**src/rtl/alu_issuer_pkg.sv**
```systemverilog
// Shared ALU definitions: operation encoding, issuer FSM states and the
// helper functions used to steer wide operations through a 32-bit ALU.
package aluPkg;

    typedef enum logic [3:0] {
        OP_ADD = 4'd0,
        OP_ADC = 4'd1,
        OP_SUB = 4'd2,
        OP_SBB = 4'd3,
        OP_AND = 4'd4,
        OP_OR  = 4'd5,
        OP_XOR = 4'd6,
        OP_NOT = 4'd7
    } aluOpSel;

    typedef enum logic [2:0] {
        IDLE    = 3'd0,
        ISSUE   = 3'd1,
        WAIT    = 3'd2,
        CAPTURE = 3'd3,
        RESP    = 3'd4
    } issuerStateSel;

    // High-half op: plain add/sub become their carry-consuming forms so the
    // low-half carry (or borrow) chains into the upper word.
    function automatic aluOpSel hiOpMap(input aluOpSel op);
        aluOpSel mapped;
        case (op)
            OP_ADD:  mapped = OP_ADC;
            OP_SUB:  mapped = OP_SBB;
            default: mapped = op;
        endcase
        return mapped;
    endfunction

    // Arithmetic ops are the ones whose carry becomes architectural.
    function automatic logic isArith(input aluOpSel op);
        logic arith;
        case (op)
            OP_ADD, OP_ADC, OP_SUB, OP_SBB: arith = 1'b1;
            default:                        arith = 1'b0;
        endcase
        return arith;
    endfunction

    // Ops that consume the architectural carry on their first pass.
    function automatic logic usesCarryIn(input aluOpSel op);
        logic uses;
        case (op)
            OP_ADC, OP_SBB: uses = 1'b1;
            default:        uses = 1'b0;
        endcase
        return uses;
    endfunction

    // Encodings outside the defined set are executed as ADD.
    function automatic aluOpSel sanitizeOp(input logic [3:0] raw);
        aluOpSel op;
        if (raw <= 4'd7) begin
            op = aluOpSel'(raw);
        end else begin
            op = OP_ADD;
        end
        return op;
    endfunction

endpackage

```
**src/rtl/alu_issuer_if.sv**
```systemverilog
// Request, ALU and response channels of the ALU issuer bundled together.
// master = issuer side, slave = environment (issue logic, ALU, consumer).
interface alu_issuer_if;
    import aluPkg::*;

    logic          reqValid;
    logic          reqReady;
    aluOpSel       reqOp;
    logic          reqWide;
    logic [63:0]   reqA;
    logic [63:0]   reqB;

    aluOpSel       aluOp;
    logic          aluStart;
    logic          carryIn;
    logic [31:0]   operandA;
    logic [31:0]   operandB;
    logic          aluDone;
    logic [31:0]   aluResult;
    logic          aluCarry;
    logic          aluOverflow;

    logic          rspValid;
    logic          rspReady;
    logic [63:0]   rspResult;
    logic          rspCarry;
    logic          rspOverflow;
    logic          carryFlag;

    modport master (
        input  reqValid, reqOp, reqWide, reqA, reqB,
        input  aluDone, aluResult, aluCarry, aluOverflow,
        input  rspReady,
        output reqReady, aluOp, aluStart, carryIn, operandA, operandB,
        output rspValid, rspResult, rspCarry, rspOverflow, carryFlag
    );

    modport slave (
        output reqValid, reqOp, reqWide, reqA, reqB,
        output aluDone, aluResult, aluCarry, aluOverflow,
        output rspReady,
        input  reqReady, aluOp, aluStart, carryIn, operandA, operandB,
        input  rspValid, rspResult, rspCarry, rspOverflow, carryFlag
    );

endinterface

```
**src/rtl/alu_issuer.sv**
```systemverilog
// Execute-stage ALU issuer: one operation at a time, 64-bit ops split into
// a low and high 32-bit pass with carry chaining, owns the carry flag.
module alu_issuer
    import aluPkg::*;
(
    input  logic         clk,
    input  logic         reset,
    alu_issuer_if.master bus
);

    issuerStateSel state_r;
    issuerStateSel nextState_s;

    aluOpSel       opLatched_r;
    logic          wide_r;
    logic          halfHi_r;
    logic [31:0]   aHi_r;
    logic [31:0]   bHi_r;

    aluOpSel       aluOp_r;
    logic          aluStart_r;
    logic          carryIn_r;
    logic [31:0]   operandA_r;
    logic [31:0]   operandB_r;
    logic          reqReady_r;
    logic          rspValid_r;
    logic [63:0]   rspResult_r;
    logic          rspCarry_r;
    logic          rspOverflow_r;
    logic          carryFlag_r;

    logic          acceptEn_s;
    logic          captureEn_s;
    logic          reissueEn_s;
    logic          rspFire_s;
    aluOpSel       acceptOp_s;

    assign acceptOp_s = sanitizeOp(bus.reqOp);

    // State register.
    always_ff @(posedge clk) begin
        if (reset) begin
            state_r <= IDLE;
        end else begin
            state_r <= nextState_s;
        end
    end

    // Next-state logic.
    always_comb begin
        nextState_s = state_r;
        case (state_r)
            IDLE:    nextState_s = bus.reqValid ? ISSUE : IDLE;
            ISSUE:   nextState_s = bus.aluDone ? CAPTURE : WAIT;
            WAIT:    nextState_s = bus.aluDone ? CAPTURE : WAIT;
            CAPTURE: nextState_s = (wide_r && !halfHi_r) ? ISSUE : RESP;
            RESP:    nextState_s = bus.rspReady ? IDLE : RESP;
            default: nextState_s = IDLE;
        endcase
    end

    // Per-state action enables feeding the datapath registers.
    always_comb begin
        acceptEn_s  = 1'b0;
        captureEn_s = 1'b0;
        reissueEn_s = 1'b0;
        rspFire_s   = 1'b0;
        case (state_r)
            IDLE:    acceptEn_s = bus.reqValid;
            CAPTURE: begin
                captureEn_s = 1'b1;
                reissueEn_s = wide_r && !halfHi_r;
            end
            RESP:    rspFire_s = bus.rspReady;
            default: acceptEn_s = 1'b0;
        endcase
    end

    // Handshake strobes registered from the upcoming state so they line up
    // exactly with the state they describe.
    always_ff @(posedge clk) begin
        if (reset) begin
            aluStart_r <= 1'b0;
            reqReady_r <= 1'b1;
            rspValid_r <= 1'b0;
        end else begin
            aluStart_r <= (nextState_s == ISSUE);
            reqReady_r <= (nextState_s == IDLE);
            rspValid_r <= (nextState_s == RESP);
        end
    end

    // Request latch, ALU drive, result capture and architectural carry.
    always_ff @(posedge clk) begin
        if (reset) begin
            opLatched_r   <= OP_ADD;
            wide_r        <= 1'b0;
            halfHi_r      <= 1'b0;
            aHi_r         <= 32'd0;
            bHi_r         <= 32'd0;
            aluOp_r       <= OP_ADD;
            carryIn_r     <= 1'b0;
            operandA_r    <= 32'd0;
            operandB_r    <= 32'd0;
            rspResult_r   <= 64'd0;
            rspCarry_r    <= 1'b0;
            rspOverflow_r <= 1'b0;
            carryFlag_r   <= 1'b0;
        end else begin
            if (acceptEn_s) begin
                opLatched_r <= acceptOp_s;
                wide_r      <= bus.reqWide;
                halfHi_r    <= 1'b0;
                aHi_r       <= bus.reqA[63:32];
                bHi_r       <= bus.reqB[63:32];
                aluOp_r     <= acceptOp_s;
                operandA_r  <= bus.reqA[31:0];
                operandB_r  <= bus.reqB[31:0];
                carryIn_r   <= usesCarryIn(acceptOp_s) ? carryFlag_r : 1'b0;
            end else if (reissueEn_s) begin
                // Low carry is taken straight from the ALU flag being captured.
                halfHi_r    <= 1'b1;
                aluOp_r     <= hiOpMap(opLatched_r);
                operandA_r  <= aHi_r;
                operandB_r  <= bHi_r;
                carryIn_r   <= bus.aluCarry;
            end
            if (captureEn_s) begin
                if (halfHi_r) begin
                    rspResult_r[63:32] <= bus.aluResult;
                end else begin
                    rspResult_r <= {32'd0, bus.aluResult};
                end
                rspCarry_r    <= bus.aluCarry;
                rspOverflow_r <= bus.aluOverflow;
            end
            if (rspFire_s) begin
                carryFlag_r <= isArith(opLatched_r) ? rspCarry_r : 1'b0;
            end
        end
    end

    assign bus.reqReady    = reqReady_r;
    assign bus.aluOp       = aluOp_r;
    assign bus.aluStart    = aluStart_r;
    assign bus.carryIn     = carryIn_r;
    assign bus.operandA    = operandA_r;
    assign bus.operandB    = operandB_r;
    assign bus.rspValid    = rspValid_r;
    assign bus.rspResult   = rspResult_r;
    assign bus.rspCarry    = rspCarry_r;
    assign bus.rspOverflow = rspOverflow_r;
    assign bus.carryFlag   = carryFlag_r;

endmodule

```
**src/flat_wrapper.sv**
```systemverilog
// flat-port wrapper written by rule: the top's interface ports become plain ports
module alu_issuer_flat import aluPkg::*;
  (clk, reset, bus_reqValid, bus_reqOp, bus_reqWide, bus_reqA, bus_reqB, bus_aluDone, bus_aluResult, bus_aluCarry, bus_aluOverflow, bus_rspReady, bus_reqReady, bus_aluOp, bus_aluStart, bus_carryIn, bus_operandA, bus_operandB, bus_rspValid, bus_rspResult, bus_rspCarry, bus_rspOverflow, bus_carryFlag);
  alu_issuer_if bus_i ();
  input  logic clk;
  input  logic reset;
  input wire logic [$bits(bus_i.reqValid)-1:0] bus_reqValid;
  input wire logic [$bits(bus_i.reqOp)-1:0] bus_reqOp;
  input wire logic [$bits(bus_i.reqWide)-1:0] bus_reqWide;
  input wire logic [$bits(bus_i.reqA)-1:0] bus_reqA;
  input wire logic [$bits(bus_i.reqB)-1:0] bus_reqB;
  input wire logic [$bits(bus_i.aluDone)-1:0] bus_aluDone;
  input wire logic [$bits(bus_i.aluResult)-1:0] bus_aluResult;
  input wire logic [$bits(bus_i.aluCarry)-1:0] bus_aluCarry;
  input wire logic [$bits(bus_i.aluOverflow)-1:0] bus_aluOverflow;
  input wire logic [$bits(bus_i.rspReady)-1:0] bus_rspReady;
  output wire logic [$bits(bus_i.reqReady)-1:0] bus_reqReady;
  output wire logic [$bits(bus_i.aluOp)-1:0] bus_aluOp;
  output wire logic [$bits(bus_i.aluStart)-1:0] bus_aluStart;
  output wire logic [$bits(bus_i.carryIn)-1:0] bus_carryIn;
  output wire logic [$bits(bus_i.operandA)-1:0] bus_operandA;
  output wire logic [$bits(bus_i.operandB)-1:0] bus_operandB;
  output wire logic [$bits(bus_i.rspValid)-1:0] bus_rspValid;
  output wire logic [$bits(bus_i.rspResult)-1:0] bus_rspResult;
  output wire logic [$bits(bus_i.rspCarry)-1:0] bus_rspCarry;
  output wire logic [$bits(bus_i.rspOverflow)-1:0] bus_rspOverflow;
  output wire logic [$bits(bus_i.carryFlag)-1:0] bus_carryFlag;
  assign bus_i.reqValid = bus_reqValid;
  assign bus_i.reqOp = bus_reqOp;
  assign bus_i.reqWide = bus_reqWide;
  assign bus_i.reqA = bus_reqA;
  assign bus_i.reqB = bus_reqB;
  assign bus_i.aluDone = bus_aluDone;
  assign bus_i.aluResult = bus_aluResult;
  assign bus_i.aluCarry = bus_aluCarry;
  assign bus_i.aluOverflow = bus_aluOverflow;
  assign bus_i.rspReady = bus_rspReady;
  assign bus_reqReady = bus_i.reqReady;
  assign bus_aluOp = bus_i.aluOp;
  assign bus_aluStart = bus_i.aluStart;
  assign bus_carryIn = bus_i.carryIn;
  assign bus_operandA = bus_i.operandA;
  assign bus_operandB = bus_i.operandB;
  assign bus_rspValid = bus_i.rspValid;
  assign bus_rspResult = bus_i.rspResult;
  assign bus_rspCarry = bus_i.rspCarry;
  assign bus_rspOverflow = bus_i.rspOverflow;
  assign bus_carryFlag = bus_i.carryFlag;
  alu_issuer u_core (.clk(clk), .reset(reset), .bus(bus_i));
endmodule
```
**config.mk**
```make
export PLATFORM = sky130hd
export DESIGN_NAME = alu_issuer_flat
export DESIGN_NICKNAME = d
export VERILOG_FILES = /design/src/rtl/alu_issuer_pkg.sv /design/src/rtl/alu_issuer_if.sv /design/src/rtl/alu_issuer.sv /design/src/flat_wrapper.sv
export SDC_FILE = /design/constraint.sdc
export NUM_CORES = 1
export LEC_CHECK = 0
export ABC_AREA = 1
export BUFFER_PORTS_ARGS = -buffer_cell sky130_fd_sc_hd__buf_2
export CORE_ASPECT_RATIO = 0.7
export CORE_MARGIN = 1
export CORE_UTILIZATION = 49
export CTS_CLUSTER_SIZE = 30
export DETAILED_ROUTE_END_ITERATION = 8
export HOLD_SLACK_MARGIN = 0.1
export PLACE_DENSITY = 0.77
export REMOVE_ABC_BUFFERS = 1
export SYNTH_ARGS = -nofsm -noshare
export SYNTH_HDL_FRONTEND = slang
export SYNTH_SLANG_ARGS = --single-unit
```
**constraint.sdc**
```tcl
create_clock -name clk -period 1.66 [get_ports clk]
set_input_delay 0.332 -clock clk [delete_from_list [all_inputs] [get_ports clk]]
set_output_delay 0.332 -clock clk [all_outputs]
set_load 0.01 [all_outputs]
```
# Yosys cells after proc, flatten, opt, wreduce, memory -nomap -nowiden
# Cells that the tools add are included.
[word_totals]
word_cells = 70
output_inout_bits = 139
inputBits = 172
reg_bits = 212
[classes]
n_eq_ne = 11
order_cmp = 1
n_mux = 28
bitwise = 1
reduce_logical = 11
[ops]
columns = ["operator", "n"]
rows = [
  ["32-bit 2-to-1 mux", 5],
  ["1-bit 2-to-1 mux", 16],
  ["4-bit by 2-bit equality test with 1-bit output, second input constant", 3],
  ["4-bit 2-to-1 mux", 3],
  ["3-bit one-hot mux with 4 select lines", 1],
  ["4-bit by 1-bit equality test with 1-bit output, second input constant", 2],
  ["4-bit one-hot mux with 2 select lines", 1],
  ["3-bit by 1-bit equality test with 1-bit output, second input constant", 2],
  ["3-bit by 2-bit equality test with 1-bit output, second input constant", 2],
  ["3-bit equality test, second input constant", 2],
  ["3-bit zero test", 2],
  ["3-bit 2-to-1 mux", 2],
  ["2-bit OR reduction", 3],
  ["4-bit by 3-bit <= comparator with 1-bit output, second input constant", 1],
  ["4-bit zero test", 1],
  ["4-bit OR reduction", 1],
  ["2-bit AND reduction", 1],
  ["2-bit nonzero test", 1],
  ["1-bit logical AND", 1],
  ["1-bit zero test", 1],
  ["1-bit NOT", 1],
]

# Depth between registers and ports, before layout
# Gate-level depths: netlist of the first run.
[logic_depth]
word_depth = 9
mapped_depth = 9
ltp_nobuf = 8

# Worst setup path after synthesis of the first run
# No wires, ideal clock.
[synth_path]
kind = "reg-to-reg"
from = "register u_core.state_r[0]"
to = "register u_core.operandB_r[15], in the netlist u_core.bus.operandB[15]"
path_buffers = 2
path_slack_ps = 315
setup_ps = 111
stages_incl_launch_ff = 9
t_required_ps = 1549
synth_period_minus_slack_ps = 1345
t_arrival_ps = 1234
path_cell_list = "dfxtp_1 > nor2_1 > nand2_1 > buf_2 > buf_4 > nand2_1 > nand2_1 > nor2_1 > nor2_1"
[synth_via]
elab_chain_len = 3
word_cells_on_any_way = 6
cone_classes = "eq/ne (1); mux (3); reduce/logical (2)"
[synth_lines]
columns = ["item", "line", "source"]
rows = [
  ["start, declared", "alu_issuer.sv:11", "issuerStateSel state_r;"],
  ["start signal, assigned", "alu_issuer.sv:45", "state_r <= nextState_s;"],
  ["3-bit by 2-bit equality test with 1-bit output / 3-bit zero test (equally long branches)", "alu_issuer.sv:68", "case (state_r)"],
  ["1-bit 2-to-1 mux", "alu_issuer.sv:68", ""],
  ["2-bit nonzero test (no source line) / 32-bit 2-to-1 mux (equally long branches)", "n/a", ""],
  ["end signal, assigned", "alu_issuer.sv:118", "operandB_r <= bus.reqB[31:0];"],
  ["end signal, assigned", "alu_issuer.sv:125", "operandB_r <= bHi_r;"],
  ["end, declared", "alu_issuer.sv:24", "logic [31:0] operandB_r;"],
]
# Several ways; a longest one is shown, not always the timed one.
# A chain may end at the register's enable or synchronous reset.

# Worst setup path after layout of the first run
[layout_path]
from = "register u_core.state_r[1]"
to = "register u_core.operandA_r[19], in the netlist u_core.bus.operandA[19]"
[layout_via]
elab_chain_len = 3
word_cells_on_any_way = 6
cone_classes = "eq/ne (1); mux (3); reduce/logical (2)"
[layout_lines]
columns = ["item", "line", "source"]
rows = [
  ["3-bit by 2-bit equality test with 1-bit output / 3-bit zero test (equally long branches)", "alu_issuer.sv:68", ""],
  ["1-bit 2-to-1 mux", "alu_issuer.sv:68", ""],
  ["2-bit nonzero test (no source line) / 32-bit 2-to-1 mux (equally long branches)", "n/a", ""],
  ["end signal, assigned", "alu_issuer.sv:117", "operandA_r <= bus.reqA[31:0];"],
  ["end signal, assigned", "alu_issuer.sv:124", "operandA_r <= aHi_r;"],
  ["end, declared", "alu_issuer.sv:23", "logic [31:0] operandA_r;"],
]
# Several ways; a longest one is shown, not always the timed one.

==> results of run 1 <==
-- area by class of cell --
class / count / area [um^2] / share of cell area [%]
antenna: 1 / 2.50 / 0.0214
clock buffer: 30 / 599 / 5.12
clock inverter: 5 / 52.6 / 0.449
inverter: 12 / 46.3 / 0.395
multi-input combinational: 846 / 3720 / 31.8
sequential: 212 / 4250 / 36.3
tap: 225 / 282 / 2.40
timing repair buffer: 421 / 2760 / 23.6
-- registers in the layout (all words and copies together), names as in the netlist, 3 cells and up --
signal and count:
u_core.aHi_r 32, u_core.bHi_r 32, u_core.bus.aluOp 4, u_core.bus.operandA 32
u_core.bus.operandB 32, u_core.bus.rspResult 64, u_core.opLatched_r 4, u_core.state_r 3
-- cell usage after synthesis, drive strengths merged --
cell type and count:
o21bai 1, inv 12, nand2 374, clkbuf 40, a31oi 1, nand3b 69, dfxtp 212, nor2 214
a211oi 1, nor3 1, nand4 2, nand3 41, buf 42, and3 1, o21ai 37, a21oi 104
-- cells by family after synthesis --
logic type | Yosys count | share of synthesized area [%]
and+or+nand+nor | 702 | 35.6
DFF | 212 | 50.7
AOI/OAI and AO/OA | 144 | 8.68
buffers and inverters | 94 | 5.06
-- metal layers --
layer | routed length (um) | vias up
met3 | 1760 | 76
met4 | 930 | 0
met5 | 0 | -
met1 | 11200 | 3963
li1 | - | 4391
met2 | 11800 | 378
-- power breakdown --
| group | leakage, uW | internal [uW] | switching, uW | total (uW) |
|---|---|---|---|---|
| Clock | 0.000319 | 2660 | 1910 | 4570 |
| Sequential | 0.00173 | 5510 | 175 | 5680 |
| Combinational | 0.00375 | 1130 | 1460 | 2590 |
-- worst paths after layout --
check / startpoint / to / slack (ns) / cells after the start
max: u_core.state_r[1] / u_core.bus.operandA[19] / 0.13 / 8
min: bus_aluResult[1] / u_core.bus.rspResult[1] / 0.11 / 3
max reg2reg: u_core.state_r[1] / u_core.bus.operandA[19] / 0.13 / 8
min reg2reg: u_core.bus.rspResult[51] / u_core.bus.rspResult[51] / 0.46 / 2
-- stage by stage --
step / util, % / cells / setup TNS (ns) / instance area, um^2 / hold WS [ns]
floorplan: - / 1070 / -239.64 / 8000 / 0.401
global placement: 61.5 / 1627 / 0 / 10100 / 0.450
detailed placement: 61.5 / 1627 / 0 / 10100 / 0.452
CTS: 70.6 / 1748 / 0 / 11600 / 0.100
global route: 71.0 / 1752 / 0 / 11700 / 0.104
finish: 71.0 / 1752 / 0 / 11700 / 0.110
-- critical path, delay by kind of cell (launching register included) --
kind / cells / cell delay [ns]
buffers and inverters: 3 / 0.43
DFF: 1 / 0.39
and+or+nand+nor: 5 / 0.63
-- what timing repair did --
action	4_1_cts	5_1_grt
resized for setup	0	2
buffers inserted	0	2
hold buffers	86	0
endpoints found under the hold margin	86	0
endpoints found under the setup margin	0	30
==> metrics.md, run 1 <==
| Metric | Value |
|---|---|
| Status | finished clean |
| Grt peak-use layer | met2 |
| Relative slew slack | roughly two thirds |
| Sequential area share after synthesis | between 50 and 60% |
| Die width | between 150 and 200 um |
| First drt pass iteration count | 7 |
| Final Hold Viols | 0 |
| Largest area contributor in the netlist | dfxtp_1 |
| Met1 Usage GRT | between 30% and 40% |
| Skew-Pair Late Insertion Delay | about 0.5 ns |
| Area contributors post-synth | dfxtp_1 51%, nand2_1 17%, nor2_1 9.4% |
| Commonest non-fill, non-tap cell in the layout | nand2_1 |
| # DRC | 0 |
| Die Ht | about 110 um |
| Area Growth Syn to Fin | 39.8% |
| Worst-path cell chain | inv_1 > nand2_1 > nor2_4 > buf_12 > nor2_4 > buf_12 > nor2_1 > nor2_1 |
| Synthesized area per cell | approximately 7.3 um^2 |
| Slowest cell delay on critical path | 0.39 ns |
| Crit path max-delay cell type | dfxtp_1 |
| #FFs+latches synth | around 210 |
| Pins Over Slew Limit | 0 |
| Hpwl dp | ~15 mm |
| GRT met2 Usage | a little under half |
| Initial antenna violation count | 1 |
| Grt ovf | 0 |
| FMAX | 653 MHz |
| Overall power | around 13000 uW |
| CTS tree | done |
| Remaining antenna violation count | 0 |
| Via/cell ratio | just over 5 |
| Met3 usage in global routing | approximately 5.6% |
| IO Pins | 311 |
| Detailed router's first-iteration violation count | about 900 |
| Final worst-path cycle share | slightly above 90% |
| CP endpoint kind | flop |
| RePlAce Congestion | ~0.84 |
| WL final | about 26 mm |
| Fillers | ~1400 |
| Global-route wire length before repair | 40.3 mm |
| Leakage power total | approximately 0.0058 uW |
| Max Cap Violations | 0 |
| Share of layout cells above drive strength 1 | between 20% and 30% |
| CTS sink count | between 200 and 250 |
| Initial Util | roughly half |
| Worst path required time | 2.07 ns |
| # nets final | about 1700 |
| Crit path kind | reg2reg |
| H-tree lvl count | 1 |
| Core area | 16500 um^2 |
| Warnings, synthesis | 0 |
| RSZ-0062 raised after global routing | false |
| WP data arrival | slightly below 2 ns |
| Share of the synthesized area in the top cell type | roughly 50% |
| Final WS setup | roughly 0.13 ns |
| Die area | 17600 um^2 |
| Post-Synthesis Cells | 1152 |
| Worst Path Max Fanout | 28 |
| Startpoint Class | flop |
| CTS clk-pin slew, worst paths | about 0.060 ns |
| Slew @ Worst Pin | between 0.5 and 0.6 ns |
| Netlist Area Pre-Place | ~8400 um^2 |
| Setup-failing EPs final | 0 |
| Post-synthesis cell type count | 24 |
| Pwr/cell area | 1100 nW/um^2 |
| Tightest Hold Check Type | in2reg |
| Gr usage total | between 20 and 30% |
| Number of global-route vias before repair | 8300 |
| Clock Skew | 0.0136 ns |
| Count of input and output buffers | between 300 and 400 |
| Tmin final | between 1.5 and 2 ns |
| Row Count | 39 |
| Longest Clk Path Bufs | 3 |
| Via count | between 8000 and 9000 |
| Pre-CTS setup slack | about 0.10 ns |
| Largest net degree at the start of global routing | 109 |
| Wire per inst | 14.7 um |
| Most frequent cells in the layout | 372 x nand2_1, 309 x buf_2, 211 x dfxtp_1 |
| CTS buffer count | 21 |
| Max VDD drop | between 0.0006 and 0.0007 V |
| Clock Root Buffer | clkbuf_16 |
Note: power is estimated with default switching activity, not from simulation.
==> inputs of run 2 (changes only) <==
--- a/config.mk
+++ b/config.mk
@@ -5,7 +5,6 @@
 export SDC_FILE = /design/constraint.sdc
 export NUM_CORES = 1
 export LEC_CHECK = 0
-export ABC_AREA = 1
 export BUFFER_PORTS_ARGS = -buffer_cell sky130_fd_sc_hd__buf_2
 export CORE_ASPECT_RATIO = 0.7
 export CORE_MARGIN = 1
==> run 2 against run 1 <==
The flow now finishes with violations (negative setup slack). First-iteration DRC count fell by 3.5%. Cell area rose by 6.2%. Global-route usage rose by 1.1 points. Register-to-register slack got worse by 0.21 ns. Critical path type unchanged. Critical path depth fell by 1. Worst hold slack got worse by 0.0070 ns. Die area fell by 3.7%.
==> metrics.md, run 2 <==
| Metric | Value |
|---|---|
| Pins Over Slew Limit | 0 (unchanged) |
| Clock Root Buffer | clkbuf_16 |
| Gr usage total | 29.3% (+1.1 points) |
| Row Count | 38 (-2.6%) |
| Tmin final | 1.74 ns (+0.206 ns) |
| WL final | 29.9 mm (+16%) |
| Worst Hold Launch | bus_reqB[36] |
| CTS buffer count | 20 (-4.8%) |
| Post-synthesis cell type count | 37 (+54%) |
| Max VDD drop | 0.000851 V (+31%) |
| CP endpoint kind | flop |
| Reg2Reg Setup Slack | -0.08 ns (-0.21 ns) |
| Synthesized area per cell | 8.43 um^2 (+16%) |
| Pwr/cell area | 1200 nW/um^2 (+9.0%) |
| Share of the synthesized area in the top cell type | 52.6% (+2.0 points) |
| Longest Clk Path Bufs | 3 (unchanged) |
| Final Hold Viols | 0 (unchanged) |
| Worst-path cell chain | buf_6 > nor4b_4 > buf_6 > clkbuf_16 > clkbuf_16 > nand2_1 > a311oi_1 |
| Skew-Pair Late Insertion Delay | 0.49 ns (about the same) |
| FF-to-FF path depth | 7 (-1) |
| Final worst-path cycle share | 105% (+12 points) |
| Worst Path Max Fanout | 8 (-71%) |
| FMAX | 575 MHz (-12%) |
| #FFs+latches synth | 212 (unchanged) |
| Die Ht | 109 um (-1.8%) |
| Worst reg2reg path startpoint | u_core.state_r[1] |
| Area contributors post-synth | dfxtp_1 53%, nand2_1 14%, a21oi_1 8.4% |
| Sequential area share after synthesis | 52.6% (+2.0 points) |
| # nets final | 1517 (-10%) |
| Most frequent cells in the layout | 309 x buf_2, 272 x nand2_1, 210 x dfxtp_1 |
| Number of flops mapped to enable cells by yosys | 0 (unchanged) |
| Largest net degree at the start of global routing | 67 (-39%) |
| Met1 Usage GRT | 38.1% (+2.5 points) |
| Remaining antenna violation count | 0 (unchanged) |
| Most frequent cell after synthesis | nand2_1 |
| Die width | 155 um (-1.9%) |
| R2r endpoint | u_core.bus.operandA[29] |
| Share of layout cells above drive strength 1 | 35.7% (+11 points) |
| Hpwl dp | 16.1 mm (+4.8%) |
| Final WS setup | -0.0780 ns (-0.206 ns) |
| Initial Util | 51.1% (+0.30 points) |
| Global-route wire length before repair | 40.4 mm (+0.43%) |
| Largest register FFs | 64 (unchanged) |
| Status | finished with violations |
| Post-Synthesis Cells | 957 (-17%) |
| Worst path required time | 2.04 ns (-0.03 ns) |
| Tightest Hold Check Type | in2reg |
| Slew @ Worst Pin | 0.417 ns (-0.0958 ns) |
| Synth Flop Type | dfxtp_1 |
| Setup-failing EPs final | 15 (+15) |
| Max Cap Violations | 0 (unchanged) |
| Placed cell area | 9970 um^2 (-1.7%) |
| Area Growth Syn to Fin | 54.2% |
| Hold Path Depth | 3 (unchanged) |
| Asr flop ratio synth | 0% (unchanged) |
| H-tree lvl count | 1 (unchanged) |
| Warnings, synthesis | 0 (unchanged) |
| CTS clk-pin slew, worst paths | 0.06 ns (about the same) |
| Worst hold endpoint | u_core.bHi_r[4] |
| First drt pass iteration count | 6 (-1) |
| Largest area contributor in the netlist | dfxtp_1 |
| WP data arrival | 2.12 ns (+0.18 ns) |
| Wire per inst | 18.9 um (+29%) |
| Final instance area | 12400 um^2 (+6.2%) |
| Startpoint Class | flop |
| # DRC | 0 (unchanged) |
| Grt ovf | 0 (unchanged) |
| Hold WS | 0.103 ns (-0.00703 ns) |
| GRT met2 Usage | 48.2% (+1.2 points) |
| Leakage power total | 0.00516 uW (-11%) |
| Slowest cell delay on critical path | 0.33 ns (-0.06 ns) |
| CP delay by family, top | buffers and inverters |
| Cell depth of the worst setup path | 7 (-1) |
| Grt peak-use layer | met2 |
| IO Pins | 311 (unchanged) |
| RePlAce Congestion | 0.813 (-2.9%) |
| RSZ-0062 raised after global routing | true |
| Via/cell ratio | 5.73 (+14%) |
| CP bufs+invs | 4 (+1) |
| Commonest non-fill, non-tap cell in the layout | buf_2 |
| Crit path max-delay cell type | dfxtp_2 |
| CTS tree | done |
| Relative slew slack | 72.1% (+6.2 points) |
| Crit path kind | reg2reg |
| Count of input and output buffers | 310 (unchanged) |
| Via count | 9058 (+2.8%) |
| Clock Skew | 0.00682 ns (-0.00681 ns) |
| Met3 usage in global routing | 5.68% (+0.11 points) |
| Initial antenna violation count | 3 (+2) |
| Core area | 15800 um^2 (-4.3%) |
| Die area | 17000 um^2 (-3.7%) |
| CTS sink count | 212 (unchanged) |
| Detailed router's first-iteration violation count | 867 (-3.5%) |
| Top post-synthesis cells by count | 299 x nand2_1, 212 x dfxtp_1, 135 x a21oi_1 |
| Netlist Area Pre-Place | 8070 um^2 (-3.7%) |
| Failing checks | negative setup slack |
| Number of global-route vias before repair | 8170 (-1.6%) |
## run 2: layout make-up
| cell class | count | area [um^2] |
|---|---|---|
| repair buffers | 464 | 3480 |
| multi-input cells | 644 | 3760 |
| well taps | 220 | 275 |
| fillers | 1028 | 3350 |
| diodes | 2 | 5.00 |
| clock buffers | 32 | 617 |
| flip-flops and latches | 212 | 4250 |
| inverters | 3 | 11.3 |
| clock inverters | 3 | 40.0 |
## run 2: kinds of logic (layout without fill, tap and decap cells)
family,count (synthesis),in the layout,synth area share (%)
DFF,212,212,52.6
buffers and inverters,101,502,5.65
other,0,2,0
muxes,4,4,0.496
AOI/OAI and AO/OA,275,275,22.4
xor gates and xnor gates,1,1,0.109
and+or+nand+nor,364,364,18.7
## run 2: worst max-delay path by stage
stage	start	to	slack (ns)
floorplan	u_core.state_r[0]	u_core.bus.carryIn	-4.44
global placement	bus_reqValid	u_core.bus.operandB[30]	-0.12
detailed placement	bus_reqValid	u_core.bus.operandA[9]	-0.16
CTS	u_core.state_r[1]	u_core.bus.operandA[12]	-0.03
global route	u_core.state_r[1]	u_core.bus.operandA[29]	-0.14
finish	u_core.state_r[1]	u_core.bus.operandA[29]	-0.08
## run 2: timing repair
action | in CTS | in global routing
hold buffers | 87 | 1
setup endpoints to repair | 108 | 65
setup buffers | 0 | 10
gates cloned | 1 | 16
pin swaps | 2 | 67
gates resized for setup | 7 | 95
hold endpoints to repair | 90 | 1
## run 2: tightest hold or removal path, cell delays in order
cell and delay [ns]:
buf_2 0.09, nand2_1 0.06, a21oi_1 0.06
## run 2: per-layer routing
| layer | vias up | routed length, um |
|---|---|---|
| li1 | 4147 | - |
| met1 | 4262 | 11800 |
| met2 | 540 | 14400 |
| met3 | 107 | 2510 |
| met4 | 2 | 1240 |
| met5 | - | 10 |
## run 2: power by group
group	internal [uW]	total [uW]	switching, uW	leakage, uW
clock	2700	4630	1930	0.000324
combinational	2010	4320	2310	0.00310
sequential	5640	5930	285	0.00173
total	10400	14900	4520	0.00516
## run 2: metrics by stage
stage / utilization, % / power (uW) / TNS [ns] / cells / worst slack [ns]
2_1_floorplan: - / 7640 / -653.74 / 859 / -4.44
3_3_place_gp: 63.1 / 9010 / -9.60 / 1428 / -0.120
3_5_place_dp: 63.1 / 9040 / -11.48 / 1428 / -0.158
4_1_cts: 73.2 / 13800 / -0.184 / 1551 / -0.0322
5_1_grt: 78.8 / 15400 / -1.52 / 1580 / -0.139
6_report: 78.8 / 14900 / -0.320 / 1580 / -0.0780
==> inputs of run 3 (changes only) <==
--- a/config.mk
+++ b/config.mk
@@ -12,7 +12,7 @@
 export CTS_CLUSTER_SIZE = 30
 export DETAILED_ROUTE_END_ITERATION = 8
 export HOLD_SLACK_MARGIN = 0.1
-export PLACE_DENSITY = 0.77
+export PLACE_DENSITY = 0.79
 export REMOVE_ABC_BUFFERS = 1
 export SYNTH_ARGS = -nofsm -noshare
 export SYNTH_HDL_FRONTEND = slang
==> run 3 against run 2 <==
The run still ends with negative setup slack left. Die area did not move. Highest routed layer is now met4. Non-clock buffer count is 29 higher. Sequential share of layout area decreased by 0.99 points.
==> metrics.md, run 3 (same netlist as run 2, synthesis figures left out) <==
| Metric | Value |
|---|---|
| Status | finished with violations |
| Failing checks | negative setup slack |
| Ant. Diodes | 0 (-2) |
| Pwr/cell area | 1180 nW/um^2 (-1.4%) |
| Longest Clk Path Bufs | 3 (unchanged) |
| Largest register FFs | 64 (unchanged) |
| CTS tree | done |
| Crit path max-delay cell type | dfxtp_2 |
| Area Growth Syn to Fin | 58.9% |
| Core area | 15800 um^2 (unchanged) |
| Initial antenna violation count | 0 (-3) |
| FMAX | 561 MHz (-2.4%) |
| CTS buffer count | 20 (unchanged) |
| Startpoint Class | flop |
| Slew @ Worst Pin | 0.443 ns (+0.0258 ns) |
| Commonest non-fill, non-tap cell in the layout | buf_2 |
| CP endpoint kind | flop |
| Final worst-path cycle share | 107% (+2.6 points) |
| Wire per inst | 19.3 um (+2.0%) |
| Count of input and output buffers | 310 (unchanged) |
| Tightest Hold Check Type | in2reg |
| Clock Skew | 0.0114 ns (+0.00463 ns) |
| Gr usage total | 30.4% (+1.2 points) |
| Initial Util | 51.1% (unchanged) |
| Relative slew slack | 70.5% (-1.6 points) |
| Remaining antenna violation count | 0 (unchanged) |
| # DRC | 0 (unchanged) |
| Leakage power total | 0.00532 uW (+3.1%) |
| RePlAce Congestion | 0.825 (+1.5%) |
| Detailed router's first-iteration violation count | 942 (+8.7%) |
| Grt peak-use layer | met2 |
| Worst Path Max Fanout | 9 (+1) |
| WP data arrival | 2.17 ns (+0.05 ns) |
| Final Hold Viols | 0 (unchanged) |
| # nets final | 1546 (+1.9%) |
| Clock Root Buffer | clkbuf_16 |
| Pins Over Slew Limit | 0 (unchanged) |
| Worst-path cell chain | buf_6 > nor4b_4 > buf_6 > buf_12 > buf_16 > buf_12 > nand2_1 > a311oi_1 |
| Setup-failing EPs final | 57 (+42) |
| IO Pins | 311 (unchanged) |
| Final instance area | 12800 um^2 (+3.0%) |
| Row Count | 38 (unchanged) |
| RSZ-0062 raised after global routing | true |
| Final WS setup | -0.122 ns (-0.0436 ns) |
| Slowest cell delay on critical path | 0.34 ns (about the same) |
| Tmin final | 1.78 ns (+0.0436 ns) |
| Hpwl dp | 16.0 mm (-0.67%) |
| Die Ht | 109 um (unchanged) |
| Fillers | 901 (-12%) |
| CTS sink count | 212 (unchanged) |
| Met1 Usage GRT | 39.9% (+1.8 points) |
| Skew-Pair Late Insertion Delay | 0.50 ns (about the same) |
| CP bufs+invs | 5 (+1) |
| First drt pass iteration count | 5 (-1) |
| CP delay by family, top | buffers and inverters |
| Most frequent cells in the layout | 309 x buf_2, 274 x nand2_1, 209 x dfxtp_1 |
| Max VDD drop | 0.000848 V (-0.36%) |
| Placed cell area | 10000 um^2 (+0.68%) |
| Worst path required time | 2.04 ns (about the same) |
| Number of global-route vias before repair | 8140 (-0.37%) |
| Die area | 17000 um^2 (unchanged) |
| Grt ovf | 0 (unchanged) |
| Setup TNS | -1.58 ns (-1.26 ns) |
| Share of layout cells above drive strength 1 | 37.7% (+1.9 points) |
| WL final | 31.0 mm (+3.7%) |
| Via count | 9250 (+2.1%) |
| GRT met2 Usage | 50.3% (+2.1 points) |
| Crit path kind | reg2reg |
| Pre-CTS setup slack | -0.188 ns (-0.0299 ns) |
| Max Cap Violations | 0 (unchanged) |
| Die width | 155 um (unchanged) |
| Via/cell ratio | 5.76 (+0.47%) |
| Global-route wire length before repair | 41.3 mm (+2.1%) |
| CTS clk-pin slew, worst paths | 0.06 ns (about the same) |
| Largest net degree at the start of global routing | 88 (+31%) |
| Met3 usage in global routing | 5.56% (-0.12 points) |
| H-tree lvl count | 1 (unchanged) |
## run 3: path summary, 6_finish.rpt
kind	from	to	slack (ns)	cells after the start
setup / recovery	u_core.state_r[1]	u_core.bus.operandA[15]	-0.12	8
hold / removal	bus_reqA[26]	u_core.bus.operandA[26]	0.11	3
setup reg to reg	u_core.state_r[1]	u_core.bus.operandA[15]	-0.12	8
hold reg to reg	u_core.bus.rspResult[36]	u_core.bus.rspResult[36]	0.45	2
## run 3: worst register-to-register path: stages, from the launching register on
cell      delay [ns]
dfxtp_2         0.34
buf_6           0.12
nor4b_4         0.28
buf_6           0.18
buf_12          0.11
buf_16          0.14
buf_12          0.14
nand2_1         0.06
a311oi_1        0.30
## run 3: where the power goes
part | internal (uW) | leakage, uW | switching (uW)
logic | 2200 | 0.00326 | 2400
registers | 5640 | 0.00173 | 295
clock network | 2610 | 0.000324 | 1960
## run 3: what timing repair did
action                                  4_1_cts  5_1_grt
buffers inserted                             11       16
cloned                                        6        9
hold endpoints to repair                    105        0
gates resized for setup                      25      110
hold buffers                                 99        0
endpoints found under the setup margin      109       97
pin swaps                                    14       61
## run 3: cell type report
type	instances	area (um^2)	share of cell area, %
sequential	212	4250	33.2
multi-input combinational	644	3820	29.8
timing repair buffer	493	3810	29.8
clock buffer	31	633	4.94
tap	220	275	2.15
clock inverter	3	15.0	0.117
inverter	3	11.3	0.0879
## run 3: routing by layer
layer	share of wire, %	vias up
li1	-	4198
met1	39	4349
met2	48	587
met3	8.9	116
met4	3.9	0
met5	0	-
## run 3: per-stage QoR
step                std cells  util (%)  hold slack, ns  power (uW)
global placement         1432      63.6           0.436        9030
global route             1606      81.2           0.108       15600
finish                   1606      81.2           0.108       15100
floorplan                 859         -           0.401        7640
detailed placement       1432      63.6           0.440        9090
CTS                      1582      76.3           0.101       14200
